`config.mk`:
```
export PLATFORM = sky130hd
export DESIGN_NAME = alu_cmd_queue
export DESIGN_NICKNAME = d
export VERILOG_FILES = /design/src/rtl/alu_cmd_queue.sv
export SDC_FILE = /design/constraint.sdc
export NUM_CORES = 1
export LEC_CHECK = 0
export ABC_AREA = 1
export CAP_MARGIN = 25
export CORE_MARGIN = 2
export CORE_UTILIZATION = 30
export DETAILED_ROUTE_END_ITERATION = 10
export GPL_TIMING_DRIVEN = 0
export HOLD_SLACK_MARGIN = 0.15
export PLACE_DENSITY = 0.5
export SYNTH_ARGS = -nofsm -noshare
export SYNTH_HDL_FRONTEND = slang
export SYNTH_SLANG_ARGS = --single-unit
```
`constraint.sdc`:
```
create_clock -name clk -period 8.7 [get_ports clk]
set_clock_uncertainty 0.05 [all_clocks]
set_input_delay 2.61 -clock clk [delete_from_list [all_inputs] [get_ports clk]]
set_output_delay 2.61 -clock clk [all_outputs]
set_load 0.01 [all_outputs]
```
`src/rtl/alu_cmd_queue.sv`:
```
// Command buffer in front of the ALU: filters illegal opcodes and holds legal
// {op, a, b} commands in an in-order first-word-fall-through queue.
module alu_cmd_queue #(
    parameter int DEPTH = 4,
    parameter int DW    = 32,
    parameter int CNTW  = 8
) (
    input  logic                         clk,
    input  logic                         rst,
    input  logic                         in_valid,
    output logic                         in_ready,
    input  logic [1:0]                   in_op,
    input  logic [DW-1:0]                in_a,
    input  logic [DW-1:0]                in_b,
    output logic                         out_valid,
    input  logic                         out_ready,
    output logic [1:0]                   out_op,
    output logic [DW-1:0]                out_a,
    output logic [DW-1:0]                out_b,
    output logic [$clog2(DEPTH+1)-1:0]   count,
    output logic                         err_illegal,
    output logic [CNTW-1:0]              illegal_cnt
);

    localparam int CW = $clog2(DEPTH + 1);
    localparam int PW = $clog2(DEPTH);

    localparam logic [CW-1:0] FULL_COUNT = CW'(DEPTH);
    localparam logic [PW-1:0] LAST_PTR   = PW'(DEPTH - 1);
    localparam logic [1:0]    OP_ILLEGAL = 2'd3;

    logic [1:0]      memOpQ [DEPTH];
    logic [DW-1:0]   memAQ  [DEPTH];
    logic [DW-1:0]   memBQ  [DEPTH];

    logic [PW-1:0]   rdPtrQ, rdPtrD;
    logic [PW-1:0]   wrPtrQ, wrPtrD;
    logic [CW-1:0]   countQ, countD;
    logic            errQ, errD;
    logic [CNTW-1:0] illCntQ, illCntD;

    logic            acceptEn;
    logic            pushLegal;
    logic            pushIllegal;
    logic            popEn;

    // Handshake decode: ready depends only on stored occupancy, never on out_ready
    always_comb begin
        in_ready    = (countQ < FULL_COUNT);
        out_valid   = (countQ != '0);
        acceptEn    = in_valid && in_ready;
        pushLegal   = acceptEn && (in_op != OP_ILLEGAL);
        pushIllegal = acceptEn && (in_op == OP_ILLEGAL);
        popEn       = out_valid && out_ready;
    end

    // Next-state for pointers, occupancy and the illegal-command bookkeeping
    always_comb begin
        wrPtrD  = wrPtrQ;
        rdPtrD  = rdPtrQ;
        countD  = countQ;
        errD    = pushIllegal;
        illCntD = illCntQ;

        if (pushLegal) begin
            wrPtrD = (wrPtrQ == LAST_PTR) ? '0 : wrPtrQ + 1'b1;
        end
        if (popEn) begin
            rdPtrD = (rdPtrQ == LAST_PTR) ? '0 : rdPtrQ + 1'b1;
        end

        case ({pushLegal, popEn})
            2'b10:   countD = countQ + 1'b1;
            2'b01:   countD = countQ - 1'b1;
            default: countD = countQ;
        endcase

        if (pushIllegal && (illCntQ != '1)) begin
            illCntD = illCntQ + 1'b1;
        end
    end

    // Control state register; reset discards everything queued
    always_ff @(posedge clk) begin
        if (rst) begin
            wrPtrQ  <= '0;
            rdPtrQ  <= '0;
            countQ  <= '0;
            errQ    <= 1'b0;
            illCntQ <= '0;
        end else begin
            wrPtrQ  <= wrPtrD;
            rdPtrQ  <= rdPtrD;
            countQ  <= countD;
            errQ    <= errD;
            illCntQ <= illCntD;
        end
    end

    // Command storage is deliberately left unreset; only legal commands are written
    always_ff @(posedge clk) begin
        if (!rst && pushLegal) begin
            memOpQ[wrPtrQ] <= in_op;
            memAQ[wrPtrQ]  <= in_a;
            memBQ[wrPtrQ]  <= in_b;
        end
    end

    // Head of queue falls through to the ALU, zeroed whenever nothing is valid
    always_comb begin
        out_op = '0;
        out_a  = '0;
        out_b  = '0;
        if (out_valid) begin
            out_op = memOpQ[rdPtrQ];
            out_a  = memAQ[rdPtrQ];
            out_b  = memBQ[rdPtrQ];
        end
        count       = countQ;
        err_illegal = errQ;
        illegal_cnt = illCntQ;
    end

endmodule

```
==> impl_results.md <==
- Prevailing post-synth register cell: edfxtp_1
- Area grow syn2layout: 30.01%
- Vias/cell: about 4.6
- PortBufs: 149
- Hold crit path type: reg -> reg
- DRC viols: 0
- Pwr/cell area: slightly above 300 mW/mm²
- Clk buf depth: 3
- EDFF count, synth: 264
- Worst EP required: 6.04 ns
- Syn avg cell area: between 10 and 15 µm²
- Pre-CTS setup slack: ~3.5 ns
- Yosys warning total: 0
- Maximum VDD drop: 0.0001564 V
- Crit path buffers/inverters: 3
- Least-Margin Pin Slew: approximately 0.75 ns
- Nets@finish: 1182
- Mapped Area: 0.01113 mm²
- Post-Syn Nets: between 900 and 1000
- Seq/Total Area, Yosys: 74.49%
- LEAKAGE: between 4 and 5 nW
- Hold Buf Count CTS: 0
- DR vias: 7287
- Area post-placement: between 0.01 and 0.015 mm²
- Startpoint Class: register
- Setup violators final: 0
- Wire length per cell: 17.61 µm
- Hold path start: wrPtrQ[0]$_SDFFE_PP0P_
- Crit path from: count[2]$_SDFFE_PP0P_
- Status: completed
- Worst Setup Slack, final: 3.324 ns
- Critical path class: reg -> out
- Family with the most delay on the worst path: buffers and inverters
- Initial antenna violation count: 1
- Row count: 70
- Async S/R FF share, synth: 0%
- CTS Sinks: between 200 and 300
- CTS-repair resized insts: 0
- Most frequent CP cell: buf_2
- Total power: 4.447 mW
- First-pass GRT wire length: 42360 µm
- Die Height: between 150 and 200 µm
- Slowest cell delay on critical path: ~0.5 ns
- Final Slew Violations: 0
- CTS Root Cell: clkbuf_16
- Share of cells above drive strength 1: 9.849%
- GR Util All Layers: 14.40%
- Setup TNS: 0 ns
- Cell count after synthesis: ~910
- CP max FO: 10
- Postcts setup bufs: 0
- Crit share post-route: 61.79%
- Final core occ: 39.51%
- DRT Pass-1 Iters: 5
- Fin area: 0.01447 mm²
- Final WL: about 28000 µm
- DIE AREA: 0.03865 mm²
- RSZ-0062 raised after global routing: false
- Hold Violations, Final: 0
- GPL Wtd Cong: 0.7588
- Detail Placement HPWL: 17710 µm
- Synth Register Bits: 282
- Critical path cell sequence: nor3_2 -> buf_2 -> buf_2 -> a21oi_1 -> clkdlybuf4s50_1
- Worst slew margin: 49.93%
- Final min period: 5.376 ns
- R2R Setup Slk: 6.40 ns
- I/O pin total: 150
- Filler instances: 3470
- Clock Pin Slew Worst Setup and Hold Paths: 0.06 ns
- Vias in the first global route: between 7000 and 8000
- Grt total ovfl: 0
- Core area: 0.03661 mm²
- Worst Hold Slack: 0.4685 ns
- Num CTS Buffers: 31
- Placed insts: 1539
- Clock latency on the worst-skew pair: 0.55 ns
- Number of H-tree levels: 1
- CTS tree: yes
- Largest net degree at the start of global routing: 28
- DRT iter0 DRCs: 437
- # Max-Cap Violations: 0
- Crit. End Element: output port
- Final cell count without fillers: 1596
- Worst Path Arrival: 2.72 ns
- Worst path slowest cell: clkdlybuf4s50_1
- Reg2reg start: count[2]$_SDFFE_PP0P_
- Starting Density: 30.39%
- Yosys cell types: 25
- Die X-Extent: 196.6 µm
- Max Clk Rate: approximately 190 MHz
- ANT nets after route: 0
## cell usage after synthesis, types with 2 or more instances
master / instances / share of area, %
ha_1: 7 / 0.79
nand3_1: 5 / 0.22
nand2_2: 2 / 0.11
buf_2: 29 / 1.3
clkbuf_1: 11 / 0.37
buf_4: 8 / 0.54
nand2_1: 23 / 0.78
nor2_1: 293 / 9.9
a21oi_1: 75 / 3.4
buf_6: 3 / 0.30
o21ai_1: 80 / 3.6
nand4_1: 3 / 0.17
inv_1: 19 / 0.64
nor3_1: 2 / 0.090
edfxtp_1: 264 / 71
o21ai_0: 59 / 2.7
dfxtp_1: 18 / 3.2
inv_2: 4 / 0.13
## cell usage in the layout, fill, tap and decap left out, drive strengths merged
cell / instances
nor2: 294
edfxtp: 264
buf: 50
clkbuf: 51
ha: 7
fa: 1
a31oi: 1
or2: 1
nand4: 3
o21ai: 139
nand3: 5
dfxtp: 18
diode: 1
clkinvlp: 2
a21oi: 75
bufinv: 3
nand3b: 1
clkdlybuf4s50: 149
inv: 25
nor3: 3
nand2: 25
clkinv: 10
## metal layers
layer  global-route usage (%)  vias to the layer above  share of wire, %
met4                    2.840                        0               1.5
met2                    23.90                      168                48
met3                    2.789                       34               5.4
met1                    19.80                     3486                45
li1                         -                     3599                 -
met5                        0                        -                 0
## worst register-to-register path: stages, from the launching register on
cell	delay, ns
dfxtp_1	0.34
inv_2	0.08
nand2_1	0.08
nor2_1	0.20
nand2_1	0.28
nor2_4	0.66
buf_12	0.28
## power by group
part	switching, mW	leakage (nW)	total, mW	internal (mW)
Sequential	0.0228	2.54	1.58	1.55
Combinational	0.932	1.87	1.59	0.659
Clock	0.515	0.491	1.28	0.766
## worst paths after layout
check	to	cells after the start
worst max-delay path	out_a[17]	5
worst min-delay path	wrPtrQ[0]$_SDFFE_PP0P_	2
worst max register to register	memAQ[1][9]$_DFFE_PP_	6
worst min register to register	wrPtrQ[0]$_SDFFE_PP0P_	2
## final cells by class
| class | instances | area (µm²) | share of cell area [%] |
|---|---|---|---|
| Multi-Input combinational cell | 555 | 2497 | 17.26 |
| Clock inverter | 16 | 167.7 | 1.159 |
| Timing Repair Buffer | 159 | 1714 | 11.85 |
| Antenna cell | 1 | 2.502 | 0.01730 |
| Inverter | 24 | 91.34 | 0.6314 |
| Buffer | 51 | 280.3 | 1.937 |
| Tap cell | 468 | 585.6 | 4.048 |
| Sequential cell | 282 | 8288 | 57.29 |
| Clock buffer | 40 | 839.6 | 5.803 |
## logic make-up (layout without fill, tap and decap cells)
| family | Yosys count | count (layout) | share of synthesized area [%] |
|---|---|---|---|
| and+or+nand+nor | 332 | 332 | 11.53 |
| buffers and inverters | 75 | 290 | 3.340 |
| adders and majority gates | 8 | 8 | 0.9670 |
| AOI/OAI and AO/OA | 215 | 215 | 9.682 |
| other | 0 | 1 | 0 |
| DFF | 282 | 282 | 74.49 |
## flip-flops by register name (all words and copies together), names as in the netlist, named ones only
register     count
rdPtrQ           2
memAQ          128
err_illegal      1
memOpQ           8
illegal_cnt      8
count            3
memBQ          128
wrPtrQ           2
(Power assumes the default switching activity.)
